File: src/rtl/control_unit.sv
// Multi-cycle sequencer for the Core101 datapath: walks each instruction through
// FETCH/DECODE/EXECUTE/MEMORY/WRITEBACK and drives the datapath enables.
module control_unit #(
  parameter int RETIRE_WIDTH = 32
) (
  input  logic                    control_unit_clock_in,
  input  logic                    control_unit_reset_in,
  input  logic [6:0]              control_unit_opcode_in,
  input  logic                    control_unit_imem_ready_in,
  input  logic                    control_unit_dmem_ready_in,
  input  logic                    control_unit_branch_taken_in,
  output logic                    control_unit_imem_req_out,
  output logic                    control_unit_ir_set_out,
  output logic                    control_unit_pc_set_out,
  output logic [1:0]              control_unit_pc_mux_sel_out,
  output logic                    control_unit_imm_mux_sel_out,
  output logic                    control_unit_gpr_set_rd_out,
  output logic                    control_unit_dmem_read_out,
  output logic                    control_unit_dmem_write_out,
  output logic                    control_unit_illegal_out,
  output logic [2:0]              control_unit_state_out,
  output logic [RETIRE_WIDTH-1:0] control_unit_retired_out
);

  typedef enum logic [2:0] {
    IDLE      = 3'd0,
    FETCH     = 3'd1,
    DECODE    = 3'd2,
    EXECUTE   = 3'd3,
    MEMORY    = 3'd4,
    WRITEBACK = 3'd5,
    HALT      = 3'd7
  } state_t;

  typedef enum logic [3:0] {
    CL_NONE, CL_LOAD, CL_STORE, CL_OPIMM, CL_OP, CL_BRANCH,
    CL_JAL, CL_JALR, CL_LUI, CL_AUIPC
  } cls_t;

  state_t                  state;
  cls_t                    cls;
  logic                    taken;
  logic                    imem_req;
  logic                    pc_set;
  logic [1:0]              pc_mux_sel;
  logic                    imm_mux_sel;
  logic                    gpr_set_rd;
  logic                    dmem_read;
  logic                    dmem_write;
  logic                    illegal;
  logic [RETIRE_WIDTH-1:0] retired;
  cls_t                    dec_cls;

  function automatic cls_t classify(input logic [6:0] op);
    case (op)
      7'b0000011:             classify = CL_LOAD;
      7'b0100011:             classify = CL_STORE;
      7'b0010011, 7'b0011011: classify = CL_OPIMM;
      7'b0110011, 7'b0111011: classify = CL_OP;
      7'b1100011:             classify = CL_BRANCH;
      7'b1101111:             classify = CL_JAL;
      7'b1100111:             classify = CL_JALR;
      7'b0110111:             classify = CL_LUI;
      7'b0010111:             classify = CL_AUIPC;
      default:                classify = CL_NONE;
    endcase
  endfunction

  function automatic logic uses_imm(input cls_t c);
    uses_imm = (c == CL_LOAD) || (c == CL_STORE) || (c == CL_OPIMM) ||
               (c == CL_JALR) || (c == CL_LUI)   || (c == CL_AUIPC);
  endfunction

  function automatic logic [1:0] wb_pc_sel(input cls_t c, input logic tk);
    case (c)
      CL_JAL:    wb_pc_sel = 2'd1;
      CL_BRANCH: wb_pc_sel = tk ? 2'd1 : 2'd0;
      CL_JALR:   wb_pc_sel = 2'd2;
      default:   wb_pc_sel = 2'd0;
    endcase
  endfunction

  function automatic logic writes_rd(input cls_t c);
    writes_rd = (c != CL_STORE) && (c != CL_BRANCH);
  endfunction

  assign dec_cls = classify(control_unit_opcode_in);

  // Outputs are registered: each transition loads the enables for the state being entered.
  always_ff @(posedge control_unit_clock_in) begin
    if (!control_unit_reset_in) begin
      state       <= IDLE;
      cls         <= CL_NONE;
      taken       <= 1'b0;
      imem_req    <= 1'b0;
      pc_set      <= 1'b0;
      pc_mux_sel  <= 2'd0;
      imm_mux_sel <= 1'b0;
      gpr_set_rd  <= 1'b0;
      dmem_read   <= 1'b0;
      dmem_write  <= 1'b0;
      illegal     <= 1'b0;
      retired     <= '0;
    end else begin
      imem_req   <= 1'b0;
      pc_set     <= 1'b0;
      pc_mux_sel <= 2'd0;
      gpr_set_rd <= 1'b0;
      dmem_read  <= 1'b0;
      dmem_write <= 1'b0;
      case (state)
        IDLE: begin
          state       <= FETCH;
          imem_req    <= 1'b1;
          imm_mux_sel <= 1'b0;
        end
        FETCH: begin
          imm_mux_sel <= 1'b0;
          if (control_unit_imem_ready_in) state <= DECODE;
          else                            imem_req <= 1'b1;
        end
        DECODE: begin
          if (dec_cls == CL_NONE) begin
            illegal     <= 1'b1;
            imm_mux_sel <= 1'b0;
            state       <= HALT;
          end else begin
            cls         <= dec_cls;
            imm_mux_sel <= uses_imm(dec_cls);
            state       <= EXECUTE;
          end
        end
        EXECUTE: begin
          if (cls == CL_BRANCH) taken <= control_unit_branch_taken_in;
          if (cls == CL_LOAD || cls == CL_STORE) begin
            state      <= MEMORY;
            dmem_read  <= (cls == CL_LOAD);
            dmem_write <= (cls == CL_STORE);
          end else begin
            // The branch flag is being latched on this same edge, so use the live input.
            state      <= WRITEBACK;
            pc_set     <= 1'b1;
            pc_mux_sel <= wb_pc_sel(cls, control_unit_branch_taken_in);
            gpr_set_rd <= writes_rd(cls);
          end
        end
        MEMORY: begin
          if (control_unit_dmem_ready_in) begin
            state      <= WRITEBACK;
            pc_set     <= 1'b1;
            pc_mux_sel <= wb_pc_sel(cls, taken);
            gpr_set_rd <= writes_rd(cls);
          end else begin
            dmem_read  <= (cls == CL_LOAD);
            dmem_write <= (cls == CL_STORE);
          end
        end
        WRITEBACK: begin
          retired     <= retired + RETIRE_WIDTH'(1);
          imem_req    <= 1'b1;
          imm_mux_sel <= 1'b0;
          state       <= FETCH;
        end
        HALT: begin
          imm_mux_sel <= 1'b0;
          state       <= HALT;
        end
        default: begin
          imm_mux_sel <= 1'b0;
          state       <= IDLE;
        end
      endcase
    end
  end

  // IR load is the only Mealy output: it follows imem_ready within the FETCH cycle.
  assign control_unit_ir_set_out      = control_unit_reset_in && (state == FETCH) &&
                                        control_unit_imem_ready_in;
  assign control_unit_imem_req_out    = imem_req;
  assign control_unit_pc_set_out      = pc_set;
  assign control_unit_pc_mux_sel_out  = pc_mux_sel;
  assign control_unit_imm_mux_sel_out = imm_mux_sel;
  assign control_unit_gpr_set_rd_out  = gpr_set_rd;
  assign control_unit_dmem_read_out   = dmem_read;
  assign control_unit_dmem_write_out  = dmem_write;
  assign control_unit_illegal_out     = illegal;
  assign control_unit_state_out       = state;
  assign control_unit_retired_out     = retired;

endmodule
File: config.mk
export PLATFORM = sky130hd
export DESIGN_NAME = control_unit
export DESIGN_NICKNAME = d
export VERILOG_FILES = /design/src/rtl/control_unit.sv
export SDC_FILE = /design/constraint.sdc
export NUM_CORES = 1
export LEC_CHECK = 0
export ABC_CLOCK_PERIOD_IN_PS = 6100
export CAP_MARGIN = 20
export CORE_ASPECT_RATIO = 0.75
export CORE_UTILIZATION = 62
export DETAILED_ROUTE_END_ITERATION = 6
export DONT_BUFFER_PORTS = 1
export GPL_ROUTABILITY_DRIVEN = 0
export HOLD_SLACK_MARGIN = 0.12
export PLACE_DENSITY = 0.78
export SLEW_MARGIN = 25
export SYNTH_ARGS = -nofsm -noshare
export SYNTH_HDL_FRONTEND = slang
export SYNTH_SLANG_ARGS = --single-unit
export TNS_END_PERCENT = 1
File: constraint.sdc
create_clock -name control_unit_clock_in -period 6.1 [get_ports control_unit_clock_in]
set_input_delay 1.22 -clock control_unit_clock_in [delete_from_list [all_inputs] [get_ports control_unit_clock_in]]
set_output_delay 1.22 -clock control_unit_clock_in [all_outputs]
set_load 0.01 [all_outputs]
Word-level counts from Yosys, hierarchy flattened
Index checks and enable logic that the tools add are counted.

Multiplexer cells: 29. $add $sub $neg: 1. Reductions and logical operators: 19. Bitwise operators: 1. Equality and inequality tests: 32.

Operators with widths (number): 4-bit case mux with 9 select lines (1); 32-bit by 1-bit adder with 32-bit output (second input constant) (1); 7-bit by 6-bit == test with 1-bit output (second input constant) (4); 7-bit by 5-bit == test with 1-bit output (second input constant) (3); 7-bit == test (second input constant) (3); 3-bit case mux with 6 select lines (1); 4-bit by 3-bit == test with 1-bit output (second input constant) (4); 1-bit 2-to-1 mux (13); 4-bit by 2-bit == test with 1-bit output (second input constant) (3); 1-bit case mux with 2 select lines (6); 2-bit case mux with 3 select lines (2); 3-bit == test (second input constant) (3); 3-bit 2-to-1 mux (3); 4-bit by 1-bit == test with 1-bit output (second input constant) (2); 4-bit == test (second input constant) (2); 2-bit AND reduction (4); 2-bit OR reduction (4); 7-bit by 2-bit == test with 1-bit output (second input constant) (1); 3-bit by 2-bit == test with 1-bit output (second input constant) (2); 1-bit logical OR (6); 4-bit zero test (1); 2-bit 2-to-1 mux (2); 2-bit inequality test (second input constant) (2); 4-bit by 2-bit inequality test with 1-bit output (second input constant) (1); other kinds (6) (8).

Input port bits: 12. Word-level logic and storage cells: 94. Output and inout bits: 45. Bits in registers: 49.

Longest topological paths before layout
Word-level depth: 11. Gate-level depth with buffers: 7.

Least setup slack after synthesis
No wires, ideal clock.

Path type: input -> output. Start point: input port control_unit_reset_in. End point: output port control_unit_ir_set_out. Stages: 2. Path buffers: 1. Data arrival time: 1.678 ns. Data required time: 4.880 ns. Path slack: 3.202 ns. Path through: clkbuf_1 -> and3_1.

Word-level cells in the longest chain between the ends: 2.

Ends and longest elaborated chain: start: declaration (RTL line 7) `input logic control_unit_reset_in,`; 1-bit logical AND (2 in a row) (RTL line 177) `assign control_unit_ir_set_out = control_unit_reset_in && (state == FETCH) &&`; end: declaration (RTL line 13) `output logic control_unit_ir_set_out,`.

No other way between the ends.

Final worst setup path
Start point: input port control_unit_imem_ready_in. End point: output port control_unit_ir_set_out.

Word-level cells in the longest chain between the ends: 1.

Ends and longest elaborated chain: start: declaration (RTL line 9) `input logic control_unit_imem_ready_in,`; 1-bit logical AND (RTL line 177).

No other way between the ends.

==> impl_metrics.csv <==
group,metric,value,unit
cts,ctsLongestPathBuffers,2,
sta,fin_tns_setup,0,ns
power_and_ir_drop,cellPowerDensity,214,nW/um2
cts,ctsResizeCount,0,
global_route,antenna_found_initial,0,
sta,fin_skew,0.0102,ns
finish,nNetsFinal,295,
drt,via_count,2146,
place,dp_slack,3.22,ns
logic_synthesis,syn_avg_cell_area,8.44,um2
floorplan,die_area,4280,um2
run,drv_cap,0,
drt,wl_met1,2530,um
sta,max_freq,0.347,GHz
logic_synthesis,yosys_most_used_dff,"dfxtp_1",
critical_path,cp_slowest_cell,"and3_1",
floorplan,fp.dieW,75.2,um
critical_path,worst-path-buf-inv,0,
critical_path,critPathTopFamily,"simple AND/OR/NAND/NOR gates",
cts,htree_levels,2,
logic_synthesis,synthMuxAreaShare,1.61,%
sta,tightest_slew,0.932,ns
sta,rsz0062_at_grt,"false",
status,status,"finished, final reports clean",
logic_synthesis,synth_top_area_share,39.4,%
logic_synthesis,synth_edf_count,0,
finish,final_core_util,67.8,%
logic_synthesis,syn_nets,308,
logic_synthesis,async_flop_share,0,%
critical_path,rrSetupSlack,3.61,ns
drt,drt_iter0_drc,84,
global_route,track_usage,24.8,%
logic_synthesis,synthXorXnorAreaFrac,3.52,%
cts,clk-insertion-delay-late,0.29,ns
global_route,grt-ovfl-total,0,
place,place_area,2460,um2
drt,drc_errors,0,
place,portBuffers,0,
drt,wl_per_cell,15.2,um
cts,cts_sinks,49,
hold_path,min_path_type,"reg -> reg",
floorplan,rows,19,
cts,clkTransAtPathRegs,0.09,ns
drt,via_per_inst,6.41,
drt,wl,5100,um
sta,setup_viol,0,
critical_path,endpoint_kind,"output port",
critical_path,cp_max_fo,3,
sta,maxSlewHeadroom,37.5,%
finish,area_growth,2.31,%
logic_synthesis,synth_area_leaders,"dfxtp_1, a21oi_1, o31ai_1",
global_route,grt_pass1_wl,8280,um
logic_synthesis,synth_cell_types,54,
logic_synthesis,yosysSeqAreaShare,39.4,%
logic_synthesis,synth_fa_ha_area_share,0.905,%
cts,cts_root_buffer,"clkbuf_8",
finish,layout_common_cells,"dfxtp_1, a21oi_1, nor2_1, nand2_1",
critical_path,crit_path_cell_trace,"nor2b_1, and3_1",
power_and_ir_drop,finalPower,545,uW
global_route,grt_pass1_vias,1845,
cts,cts_hold_buf,0,
critical_path,critPathLaunchType,"primary input",
finish,final_common_cell,"dfxtp_1",
drt,ant_nets,0,
drt,top_layer,"met4",
critical_path,cp_slowest_stage_delay,0.25,ns
drt,dr_wl_met2,2120,um
floorplan,ios,57,
finish,stdcell_area,2550,um2
sta,slew_viol_final,0,
logic_synthesis,yosys_warnings,0,
critical_path,arrival,1.66,ns
logic_synthesis,synth_top_area_cell,"dfxtp_1",
global_route,grt_max_degree,36,
critical_path,required,4.88,ns
logic_synthesis,synth_top_family_by_area,"simple AND/OR/NAND/NOR gates",
logic_synthesis,synthSimpleGateAreaFrac,29.7,%
sta,fin_ws,3.22,ns
floorplan,die_y,56.9,um
finish,antenna_cells,0,
drt,routed-wl-met3,407,um
floorplan,coreArea,3760,um2
cts,cts_tree,"built",
power_and_ir_drop,leakage,0.000810,uW
place,dpl.hpwl,3550,um
finish,drive_gt1_share,4.95,%
drt,dr.pass1.iters,4,
sta,hold_viol_final,0,
logic_synthesis,ys_ff_latch,49,
floorplan,start_util,66.3,%
logic_synthesis,synth_compound_area_share,20.0,%
critical_path,worst-setup-path-type,"in -> out",
power_and_ir_drop,peakVddDrop,131,uV
sta,min_period_over_period,47.2,%
cts,cts_setup_buffers,0,
cts,cts_made_buffers,5,
sta,final.min_clock_period,2.88,ns
logic_synthesis,synthesis.instances,295,
logic_synthesis,syn_area,2490,um2
[cell usage after synthesis (all sizes together), types with 2 or more instances]
cell type   n
dfxtp      49
a21oi      31
nor2       20
clkbuf     16
nand2      16
or4        15
o31ai      14
nand3      13
o21ai      13
or3        10
nand4       8
inv         7
nand2b      6
nor2b       6
and4        5
nor3        5
xnor2       5
xor2        5
buf         4
mux2i       4
nand3b      4
nor3b       4
o21a        4
and3        3
a22o        2
a31o        2
and3b       2
nor4        2
o22ai       2
[metrics by stage]
stage          hold slack [ns]  instances
2_1_floorplan            0.464        295
3_3_place_gp             0.489        327
3_5_place_dp             0.493        327
4_1_cts                  0.516        335
5_1_grt                  0.555        335
6_report                 0.510        335
[path summary, 6_finish.rpt]
kind	startpoint	end	cells past startpoint
setup / recovery	control_unit_imem_ready_in	control_unit_ir_set_out	2
setup reg to reg	control_unit_state_out[0]	control_unit_retired_out[17]	4
hold / removal	taken	taken	2
hold reg to reg	taken	taken	2
[worst register-to-register path, cell delays in order (launching register included)]
cell,delay [ns]
dfxtp_1,0.65
nand3b_4,0.18
or4b_1,0.87
or4_1,0.53
a21oi_1,0.17
[power breakdown]
group / total [uW] / switching (uW) / internal, uW
Combinational: 29.6 / 15.4 / 14.2
Clock: 183 / 102 / 81.3
Sequential: 333 / 9.42 / 323
Total: 545 / 126 / 419
[layout make-up]
type | instances | area (um2)
Tap cell | 52 | 65.1
Inverter | 8 | 30.0
Clock inverter | 1 | 7.51
Sequential cell | 49 | 981
Multi-Input combinational cell | 218 | 1390
Clock buffer | 7 | 76.3
Fill cell | 341 | 1210
[flip-flops by register name (all words and copies together) (netlist names), 2 cells and up]
register                     count
control_unit_retired_out        32
cls                              4
control_unit_pc_mux_sel_out      2
control_unit_state_out           3
[cell families after synthesis]
logic type | count (synthesis)
DFF | 49
muxes | 4
and+or+nand+nor | 123
xor gates and xnor gates | 10
adders and majority gates | 2
AOI/OAI and AO/OA | 79
buffers and inverters | 28
[routing by layer]
| layer | track usage (%) | vias up |
|---|---|---|
| li1 | - | 1075 |
| met1 | 36.5 | 983 |
| met2 | 35.1 | 84 |
| met3 | 8.44 | 4 |
| met4 | 4.50 | 0 |
| met5 | 0 | - |
(Power assumes the default switching activity.)
